## src/rtl/alu_seq_param.sv

```systemverilog
// alu_seq_param: registered execute-stage ALU with iterative unsigned multiply/divide.
// Macro ALU_MULDIV_EN builds the RUN state for MULU/DIVU; without it those ops are illegal.
module alu_seq_param #(
    parameter int WIDTH = 32,
    parameter int CNT_W = 6
) (
    input  logic             clk,
    input  logic             rst,
    input  logic             start,
    input  logic [3:0]       op,
    input  logic [WIDTH-1:0] a,
    input  logic [WIDTH-1:0] b,
    output logic             busy,
    output logic             done,
    output logic [WIDTH-1:0] result,
    output logic [WIDTH-1:0] hi,
    output logic             zero,
    output logic             carry,
    output logic             overflow,
    output logic             err
);
    localparam logic [3:0] OP_AND  = 4'd0;
    localparam logic [3:0] OP_OR   = 4'd1;
    localparam logic [3:0] OP_ADD  = 4'd2;
    localparam logic [3:0] OP_XOR  = 4'd3;
    localparam logic [3:0] OP_NOR  = 4'd4;
    localparam logic [3:0] OP_SUB  = 4'd6;
    localparam logic [3:0] OP_SLT  = 4'd7;
    localparam logic [3:0] OP_SLTU = 4'd8;

    if (WIDTH < 4 || (2 ** CNT_W) <= WIDTH) begin : g_bad_params
        $error("alu_seq_param: WIDTH must be >= 4 and CNT_W must hold WIDTH");
    end

    logic             r_done;
    logic [WIDTH-1:0] r_result;
    logic [WIDTH-1:0] r_hi;
    logic             r_zero;
    logic             r_carry;
    logic             r_overflow;
    logic             r_err;

    logic [WIDTH:0]   w_add;
    logic [WIDTH:0]   w_sub;
    logic [WIDTH-1:0] w_res;
    logic [WIDTH-1:0] w_hi;
    logic             w_c;
    logic             w_v;
    logic             w_err;
    logic             w_mc;

    assign w_add = {1'b0, a} + {1'b0, b};
    assign w_sub = {1'b0, a} + {1'b0, ~b} + {{WIDTH{1'b0}}, 1'b1};

`ifdef ALU_MULDIV_EN
    localparam logic [3:0] OP_MULU = 4'd9;
    localparam logic [3:0] OP_DIVU = 4'd10;
    localparam logic       S_IDLE  = 1'b0;
    localparam logic       S_RUN   = 1'b1;

    logic             r_state;
    logic             r_busy;
    logic             r_is_div;
    logic [CNT_W-1:0] r_cnt;
    logic [WIDTH-1:0] r_acc;
    logic [WIDTH-1:0] r_mq;
    logic [WIDTH-1:0] r_dvs;

    logic [WIDTH:0]   w_msum;
    logic [WIDTH:0]   w_rsh;
    logic [WIDTH+1:0] w_trial;
    logic             w_ge;
    logic [WIDTH-1:0] w_acc_nx;
    logic [WIDTH-1:0] w_mq_nx;

    // Multiply: acc:mq shifts right, adding the multiplicand when mq[0] is set.
    assign w_msum  = {1'b0, r_acc} + (r_mq[0] ? {1'b0, r_dvs} : {(WIDTH+1){1'b0}});
    // Divide: remainder shifts left taking the next dividend bit, restored if negative.
    assign w_rsh   = {r_acc, r_mq[WIDTH-1]};
    assign w_trial = {1'b0, w_rsh} - {2'b00, r_dvs};
    assign w_ge    = ~w_trial[WIDTH+1];

    assign w_acc_nx = r_is_div ? (w_ge ? w_trial[WIDTH-1:0] : w_rsh[WIDTH-1:0]) : w_msum[WIDTH:1];
    assign w_mq_nx  = r_is_div ? {r_mq[WIDTH-2:0], w_ge} : {w_msum[0], r_mq[WIDTH-1:1]};

    assign busy = r_busy;
`else
    assign busy = 1'b0;
`endif

    always_comb begin
        w_res = '0;
        w_hi  = '0;
        w_c   = 1'b0;
        w_v   = 1'b0;
        w_err = 1'b0;
        w_mc  = 1'b0;
        case (op)
            OP_AND:  w_res = a & b;
            OP_OR:   w_res = a | b;
            OP_XOR:  w_res = a ^ b;
            OP_NOR:  w_res = ~(a | b);
            OP_ADD: begin
                w_res = w_add[WIDTH-1:0];
                w_c   = w_add[WIDTH];
                w_v   = (a[WIDTH-1] == b[WIDTH-1]) && (w_add[WIDTH-1] != a[WIDTH-1]);
            end
            OP_SUB: begin
                w_res = w_sub[WIDTH-1:0];
                w_c   = w_sub[WIDTH];
                w_v   = (a[WIDTH-1] != b[WIDTH-1]) && (w_sub[WIDTH-1] != a[WIDTH-1]);
            end
            OP_SLT:  w_res = {{(WIDTH-1){1'b0}}, $signed(a) < $signed(b)};
            OP_SLTU: w_res = {{(WIDTH-1){1'b0}}, a < b};
`ifdef ALU_MULDIV_EN
            OP_MULU: w_mc = 1'b1;
            OP_DIVU: begin
                w_mc  = (b != '0);
                w_res = '1;
                w_hi  = a;
                w_err = (b == '0);
            end
`endif
            default: w_err = 1'b1;
        endcase
    end

    always_ff @(posedge clk) begin
        if (rst) begin
            r_done     <= 1'b0;
            r_result   <= '0;
            r_hi       <= '0;
            r_zero     <= 1'b0;
            r_carry    <= 1'b0;
            r_overflow <= 1'b0;
            r_err      <= 1'b0;
`ifdef ALU_MULDIV_EN
            r_state    <= S_IDLE;
            r_busy     <= 1'b0;
            r_is_div   <= 1'b0;
            r_cnt      <= '0;
            r_acc      <= '0;
            r_mq       <= '0;
            r_dvs      <= '0;
`endif
        end else begin
            r_done <= 1'b0;
`ifdef ALU_MULDIV_EN
            if (r_state == S_RUN) begin
                r_acc <= w_acc_nx;
                r_mq  <= w_mq_nx;
                r_cnt <= r_cnt + CNT_W'(1);
                if (r_cnt == CNT_W'(WIDTH-1)) begin
                    r_state    <= S_IDLE;
                    r_busy     <= 1'b0;
                    r_done     <= 1'b1;
                    r_result   <= w_mq_nx;
                    r_hi       <= w_acc_nx;
                    r_zero     <= (w_mq_nx == '0);
                    r_carry    <= 1'b0;
                    r_overflow <= 1'b0;
                    r_err      <= 1'b0;
                end
            end else if (start && w_mc) begin
                r_state  <= S_RUN;
                r_busy   <= 1'b1;
                r_is_div <= (op == OP_DIVU);
                r_cnt    <= '0;
                r_acc    <= '0;
                r_mq     <= a;
                r_dvs    <= b;
            end else
`endif
            if (start) begin
                r_done     <= 1'b1;
                r_result   <= w_res;
                r_hi       <= w_hi;
                r_zero     <= (w_res == '0);
                r_carry    <= w_c;
                r_overflow <= w_v;
                r_err      <= w_err;
            end
        end
    end

    assign done     = r_done;
    assign result   = r_result;
    assign hi       = r_hi;
    assign zero     = r_zero;
    assign carry    = r_carry;
    assign overflow = r_overflow;
    assign err      = r_err;
endmodule

```

## config.mk

```make
export PLATFORM = sky130hd
export DESIGN_NAME = alu_seq_param
export DESIGN_NICKNAME = d
export VERILOG_FILES = /design/src/rtl/alu_seq_param.sv
export SDC_FILE = /design/constraint.sdc
export NUM_CORES = 1
export LEC_CHECK = 0
export ABC_AREA = 1
export CAP_MARGIN = 10
export CORE_ASPECT_RATIO = 2
export CORE_MARGIN = 2
export CORE_UTILIZATION = 46
export CTS_BUF_LIST = sky130_fd_sc_hd__clkbuf_2
export CTS_CLUSTER_DIAMETER = 150
export DETAILED_ROUTE_END_ITERATION = 10
export PLACE_DENSITY = 0.81
export RECOVER_POWER = 100
export SLEW_MARGIN = 20
export SYNTH_ARGS = -nofsm -noshare
export SYNTH_HDL_FRONTEND = slang
export SYNTH_SLANG_ARGS = --single-unit
```

## constraint.sdc

```tcl
create_clock -name clk -period 2.2 [get_ports clk]
set_input_delay 0.44 -clock clk [delete_from_list [all_inputs] [get_ports clk]]
set_output_delay 0.44 -clock clk [all_outputs]
set_load 0.1 [all_outputs]
```

==> summary.txt, run 1 <==
Status
  • Status: aborted with a tool error
  • Exit stage: 5_1_grt
  • Log Error: [ERROR GRT-0232] Routing congestion too high. Check the congestion heatmap in the GUI.

Yosys
  • Distinct cells, synth: 38
  • #FFs+latches synth: 37
  • Sequential fraction of the synthesis area: 8.49%
  • Post-Synthesis Cells: 1,668
  • Synth warn: 0
  • Area share of the largest cell type after synthesis: 22.1%
  • Top post-synthesis cells by area: nand2_1 22%, inv_1 14%, ha_1 14%
  • Synth area leader: nand2_1
  • Mapped Area: 0.00873 mm^2
  • Syn avg cell area: 5.23 um^2

Placement
  • Gpl congestion: 1.04
  • DP Area: 0.0124 mm^2
  • Hpwl dp: 36,900 um
  • # port buffers: 107

Floorplan
  • # rows: 71
  • Chip height: 199 um
  • Initial core utilization: 46.6%
  • Io pins: 141
  • Die span in x: 101 um

GRT
  • Largest net degree at the start of global routing: 51
  • Total track usage: 61.2%
  • Grt ovf: 5

Clock tree
  • # hold bufs at CTS: 0
  • H-tree depth: 2
  • Num CTS Buffers: 5
  • Clock buffer depth: 2
  • Clock root cell: clkbuf_2
  • Number of clock sinks: 37

STA
  • WEP type: sequential cell input
  • GRT worst endpoint: zero$_SDFFE_PP0P_/D
## stage by stage
stage	utilization (%)	worst slack (ns)	instances	setup TNS (ns)
floorplan	-	-0.0331	1700	-0.0331
global placement	66.4	-1.39	2333	-31.53
detailed placement	66.4	-1.37	2333	-32.88
CTS	79.0	-0.145	2394	-0.241
## synth_stat cells
library cell	instances
a211oi_1	2
a21oi_1	65
a21oi_2	1
a221oi_1	16
a31oi_1	1
and2_1	4
and3_1	1
buf_1	3
buf_2	24
buf_4	48
buf_6	4
clkbuf_1	12
clkinv_1	2
conb_1	1
dfxtp_1	37
fa_1	2
ha_1	96
inv_1	331
inv_2	11
nand2_1	514
nand2_2	3
nand3_1	152
nand3b_1	4
nand4_1	22
nor2_1	191
nor2_2	11
nor2_4	1
nor3_1	5
nor3_2	2
nor4_1	1
o211ai_1	11
o21ai_0	44
o21ai_1	5
o21bai_1	11
o221ai_1	4
o22ai_1	22
o31ai_1	2
xor2_1	2
## repair_timing
action / CTS
resized for setup: 698
buffers inserted: 54
endpoints found under the setup margin: 32
pin swaps: 208
## kinds of logic after synthesis
| kind of cell | synth area share (%) |
|---|---|
| DFF | 8.49 |
| xor gates and xnor gates | 0.201 |
| buffers and inverters | 21.5 |
| AOI/OAI and AO/OA | 12.5 |
| adders and majority gates | 14.2 |
| other | 0.0430 |
| and+or+nand+nor | 43.0 |
## layer usage
layer | GRT overflow | global-route usage, %
met5 | 0 | 0.796
met4 | 2 | 71.7
met3 | 0 | 27.3
met2 | 3 | 91.1
met1 | 0 | 56.1
==> run 2, diff against run 1 <==
CORE_ASPECT_RATIO = unset   (was 2)
CORE_UTILIZATION = 31   (was 46)
CTS_BUF_LIST = unset   (was sky130_fd_sc_hd__clkbuf_2)
CTS_CLUSTER_DIAMETER = unset   (was 150)
PLACE_DENSITY = unset   (was 0.81)
PLACE_DENSITY_LB_ADDON = 0.15   (was unset)
clock period = 2.86 ns   (was 2.2 ns; I/O delays follow)
==> run 2 against run 1 <==
The run now ends clean. Synthesized cell count did not move. Area after synthesis did not move.
==> summary.txt, run 2 <==
Pwr
  • Sw frac: 50.9%
  • Max VDD drop: 229 uV
  • Tot Pwr: 0.00425 W
  • Psw: 0.00216 W
  • PD cells: 287 mW/mm^2
  • Leakage power: 8.26 nW
  • Internal power: 0.00209 W
  • Part of the power in registers: 13.4%
  • Clock Power Share: 13.5%
  • Comb pwr share: 73.1%

GRT
  • First-pass GRT wire length: 61,100 um
  • Total track usage: 27.3%
  • Grt ovf: 0
  • Largest net degree at the start of global routing: 49
  • Vias in the first global route: 11,200
  • Initial antenna violation count: 0

Yosys
  • Post-Synthesis Cells: 1,668
  • Multiplexer area fraction after synthesis: 0%
  • Distinct cells, synth: 38
  • #FFs+latches synth: 37
  • Top post-synthesis cells by area: nand2_1 22%, inv_1 14%, ha_1 14%
  • Syn avg cell area: 5.23 um^2
  • Synth area leader: nand2_1
  • Post-synthesis adder-cell area fraction: 14.2%
  • Count of flip-flops with a built-in enable after synthesis: 0
  • Asr flop ratio synth: 0%
  • Mapped Area: 0.00873 mm^2
  • Synth Area in Compound Gates: 12.5%
  • Area share of the largest cell type after synthesis: 22.1%
  • Largest family of logic cells by synthesized area: simple AND/OR/NAND/NOR gates
  • Synth warn: 0
  • Top cells by count, synth: 514 x nand2_1, 331 x inv_1, 191 x nor2_1
  • Sequential fraction of the synthesis area: 8.49%
  • Simple-gate area share of the yosys netlist: 43.0%
  • Ys flop type: dfxtp_1
  • Top-count cell post-synth: nand2_1
  • Xor and xnor area share after synthesis: 0.201%

STA
  • Fmax: 357 MHz
  • Hold WS: 0.476 ns
  • Minimum clock period: 2.80 ns
  • Max Clock Skew: 0 ns
  • Final Hold Vio Count: 0
  • Final period util: 98.0%
  • Slew Viols, Final: 0
  • Worst slew margin relative to its limit: 20.7%
  • Worst setup margin: 0.0576 ns
  • Final setup vio count: 0
  • RSZ-0062 raised after global routing: true
  • Slew @ Worst Pin: 1.19 ns

Clock tree
  • Num CTS Buffers: 5
  • Clock slew seen by the registers of the worst setup and hold paths: 0.06 ns
  • # hold bufs at CTS: 0
  • CTS tree: built
  • Clk_lat worst skew: 0.28 ns
  • Clock root cell: clkbuf_16
  • Number of clock sinks: 37
  • Clock buffer depth: 2
  • H-tree depth: 2

Floorplan
  • Die span in x: 172 um
  • Core area: 0.0278 mm^2
  • Io pins: 141
  • # rows: 61
  • Total die area: 0.0295 mm^2
  • Initial core utilization: 31.4%
  • Chip height: 172 um

Worst hold path
  • Hold Path End: err
  • Min-Delay Startpoint: err
  • WHS Path Cells: 2
  • Hold Path Class: register to register

Placement
  • Hpwl dp: 34,800 um
  • DP Area: 0.0126 mm^2
  • Gpl congestion: 0.988
  • Post-place setup slack: -0.810 ns
  • # port buffers: 107

Layout
  • Max FFs per register: 32
  • Fill cells: 2,954
  • Layout area overhead: 69.8%
  • Core Util, Final: 53.3%
  • Most frequent cells in the layout: 372 x nand2_1, 361 x buf_4, 260 x inv_1
  • Antenna diodes: 0
  • Fraction of layout cells with a size suffix above 1: 40.1%
  • Nets: 2,289
  • Commonest non-fill, non-tap cell in the layout: nand2_1
  • Final instance area: 0.0148 mm^2

Detailed routing
  • ANT nets after route: 0
  • Vias per cell: 4.76
  • Vias: 11,900
  • DR pass1 iterations: 5
  • Mean routed wirelength per cell: 16.5 um
  • # DRC: 0
  • DRT iter0 DRCs: 762
  • Routed wire length: 41,300 um

Setup path
  • CP Launch Type: input pin
  • Crit path capture type: register
  • Reg2Reg Capture Point: result[20]
  • Crit path arrival time: 3.02 ns
  • R2r setup slk: 2.17 ns
  • WP data required: 3.08 ns
  • R2R depth: 4
  • Launch point of the worst reg-to-reg path: result[20]
  • CP Max Fanout: 10
  • Worst setup path class: input pin to register

Status
  • Status: completed

Run
  • Max-Cap Viols: 0
## run 2: power by group through the flow
| stage | sequential, W | combinational, W | clock (W) |
|---|---|---|---|
| floorplan | 0.000824 | 0.00123 | 0 |
| global placement | 0.000581 | 0.00258 | 0 |
| detailed placement | 0.000581 | 0.00258 | 0 |
| CTS | 0.000570 | 0.00287 | 0.000584 |
| global route | 0.000572 | 0.00333 | 0.000609 |
| finish | 0.000569 | 0.00310 | 0.000575 |
## run 2: metrics by stage
step / std cells / setup TNS [ns]
finish: 2499 / 0
global route: 2499 / -0.0367
CTS: 2491 / -0.0206
detailed placement: 2463 / -13.17
global placement: 2463 / -13.06
floorplan: 1700 / 0
## run 2: how the worst max path moves through the flow
stage | start | endpoint | slack [ns]
2_1_floorplan | a[0] | zero | 0.37
3_3_place_gp | a[0] | zero | -0.80
3_5_place_dp | a[0] | zero | -0.81
4_1_cts | a[2] | zero | -0.02
5_1_grt | b[0] | zero | -0.04
6_report | op[1] | zero | 0.06
## run 2: layer usage
| metal | GRT usage [%] | wire, um |
|---|---|---|
| met5 | 0 | 0 |
| met4 | 9.83 | 1770 |
| met3 | 2.99 | 2260 |
| met2 | 47.4 | 19400 |
| met1 | 34.8 | 17900 |
## run 2: cell families (layout without fill, tap and decap cells)
kind of cell / after synthesis / after routing
and+or+nand+nor: 911 / 911
buffers and inverters: 435 / 856
AOI/OAI and AO/OA: 184 / 184
adders and majority gates: 98 / 98
DFF: 37 / 37
xor gates and xnor gates: 2 / 2
other: 1 / 33
## run 2: final cells by class
| class | count | area, um^2 | area share (%) |
|---|---|---|---|
| clock buffer | 6 | 139 | 0.937 |
| clock inverter | 2 | 13.8 | 0.0929 |
| inverter | 344 | 1290 | 8.73 |
| multi-input combinational | 1228 | 8060 | 54.4 |
| sequential | 37 | 741 | 5.00 |
| tap | 378 | 473 | 3.19 |
| timing repair buffer | 504 | 4090 | 27.6 |
## run 2: worst max-delay path, stage by stage
cell,delay [ns]
clkdlybuf4s50_1,0.55
buf_4,0.17
nor2_2,0.05
nand2_2,0.11
buf_4,0.22
o22ai_1,0.09
a221oi_1,0.47
nand3_4,0.22
nor2_4,0.15
nand3_2,0.10
nor2_1,0.10
nand3_1,0.07
a21oi_1,0.12
## run 2: repair_timing
item / CTS / global route
gates resized for setup: 292 / 321
endpoints found under the setup margin: 25 / 24
buffers inserted: 20 / 7
cloned: 0 / 1
pin swaps: 75 / 121
Note: power is estimated with default switching activity, not from simulation.
==> run 3, diff against run 2 <==
RECOVER_POWER = 25   (was 100)
==> run 3 against run 2 <==
Total power is 0.32% higher. Core utilization is 0.33 points higher. Via count is 0.59% lower. Global-route usage stayed put. Sequential power hardly changed. Clock power hardly changed. Maximum frequency is 0.36% lower. Sequential share of layout area hardly changed. Cell count stayed put. Count of clock-buffer cells in the layout stayed put. Largest power group unchanged.
==> summary.txt, run 3 (synthesis results as in run 2) <==
Placement
  • Hpwl dp: 34,800 um
  • DP Area: 0.0126 mm^2
  • # port buffers: 107
  • Post-place setup slack: -0.810 ns
  • Gpl congestion: 0.988

Pwr
  • Max VDD drop: 224 uV
  • Leakage power: 8.36 nW
  • PD cells: 286 mW/mm^2

Layout
  • Max FFs per register: 32
  • Multi-input combinational cell area: 0.00807 mm^2
  • Layout area overhead: 70.8%
  • Fraction of layout cells with a size suffix above 1: 41.2%
  • Final instance area: 0.0149 mm^2
  • Antenna diodes: 0
  • Fill cells: 2,934
  • Commonest non-fill, non-tap cell in the layout: buf_4
  • Sequential cell area: 741 um^2
  • Most frequent cells in the layout: 381 x buf_4, 372 x nand2_1, 260 x inv_1
  • Nets: 2,289

GRT
  • Largest net degree at the start of global routing: 49
  • Grt ovf: 0
  • First-pass GRT wire length: 61,100 um
  • Vias in the first global route: 11,200
  • Total track usage: 27.3%
  • Initial antenna violation count: 0

Clock tree
  • Clk_lat worst skew: 0.28 ns
  • Clock buffer depth: 2
  • H-tree depth: 2
  • # hold bufs at CTS: 0
  • CTS tree: built
  • Num CTS Buffers: 5
  • Clock root cell: clkbuf_16
  • Number of clock sinks: 37
  • Clock slew seen by the registers of the worst setup and hold paths: 0.06 ns

STA
  • Max Clock Skew: 0 ns
  • Worst slew margin relative to its limit: 21.1%
  • Final setup vio count: 0
  • Hold WS: 0.478 ns
  • Slew Viols, Final: 0
  • Final Hold Vio Count: 0
  • Slew @ Worst Pin: 1.19 ns
  • RSZ-0062 raised after global routing: true
  • Sum of negative setup slack: 0 ns
  • Fmax: 356 MHz
  • Minimum clock period: 2.81 ns
  • Final period util: 98.3%
  • Worst setup margin: 0.0474 ns

Worst hold path
  • Hold Path Class: register to register

Floorplan
  • Die span in x: 172 um
  • Total die area: 0.0295 mm^2
  • # rows: 61
  • Core area: 0.0278 mm^2
  • Initial core utilization: 31.4%
  • Chip height: 172 um
  • Io pins: 141

Setup path
  • Slowest stage cell on the critical path: clkdlybuf4s50_1
  • CP cell instances: clkdlybuf4s50_1 -> buf_4 -> nor2_2 -> nand2_2 -> buf_4 -> o22ai_1 -> a221oi_1 -> nand3_4 -> nor2_4 -> nand3_2 -> nor2_1 -> nand3_1 -> a21oi_1
  • Worst setup path class: input pin to register
  • WP buf/inv: 3
  • Worst path max stage delay: 0.55 ns
  • Crit path max-delay family: buffers and inverters
  • WP data required: 3.07 ns
  • Crit path arrival time: 3.03 ns
  • Worst path most repeated cell: buf_4
  • Crit path capture type: register
  • CP Max Fanout: 10
  • R2r setup slk: 2.16 ns
  • CP Launch Type: input pin

Detailed routing
  • DR pass1 iterations: 5
  • # DRC: 0
  • Vias: 11,800
  • Mean routed wirelength per cell: 16.5 um
  • ANT nets after route: 0
  • Vias per cell: 4.73
  • DRT iter0 DRCs: 707
  • Routed wire length: 41,200 um

Run
  • Max-Cap Viols: 0

Status
  • Status: completed
-- run 3: changes by cell type in the layout (fill, tap and decap cells not counted), moves of 2 or more --
| cell | previous run | this run |
|---|---|---|
| nand3_2 | 26 | 28 |
| nand3_1 | 120 | 118 |
| clkbuf_1 | 38 | 18 |
| buf_4 | 361 | 381 |
-- run 3: final cells by class --
class,count,area share [%]
Clock buffer,6,0.932
Clock inverter,2,0.0923
Inverter,344,8.68
Multi-Input combinational cell,1228,54.2
Sequential cell,37,4.97
Tap cell,378,3.17
Timing Repair Buffer,504,28.0
-- run 3: worst paths after layout --
kind,start,cells past startpoint,end
setup reg to reg,result[20],4,result[20]
setup / recovery,op[1],13,zero
hold reg to reg,err,2,err
hold / removal,err,2,err
-- run 3: worst min-delay path, delay by kind of cell (launching register included) --
kind            cells  cell delay, ns
flops               1            0.31
simple gates        1            0.06
compound gates      1            0.05
-- run 3: timing repair --
item / CTS / global route
buffers inserted: 20 / 7
endpoints found under the setup margin: 25 / 24
gates resized for setup: 292 / 321
cloned: 0 / 1
pin swaps: 75 / 121
-- run 3: power by group --
group	internal, W	switching [W]
logic	0.00121	0.00191
clock network	0.000347	0.000225
registers	0.000550	0.0000193
-- run 3: metal layers --
metal | up-vias | wire length (um) | part of all wire, % | GRT usage (%)
met5 | - | 0 | 0 | 0
met2 | 347 | 19300 | 47 | 47.4
li1 | 5996 | - | - | -
met4 | 0 | 1800 | 4.4 | 9.83
met1 | 5406 | 17900 | 44 | 34.8
met3 | 74 | 2130 | 5.2 | 2.99
-- run 3: metrics by stage --
stage                     total power, W  util, %  std cells
final                            0.00426     53.7       2499
after global routing             0.00453     53.7       2499
after CTS                        0.00402     50.1       2491
after detailed placement         0.00316     45.3       2463
after global placement           0.00316     45.3       2463
after floorplan                  0.00206        -       1700
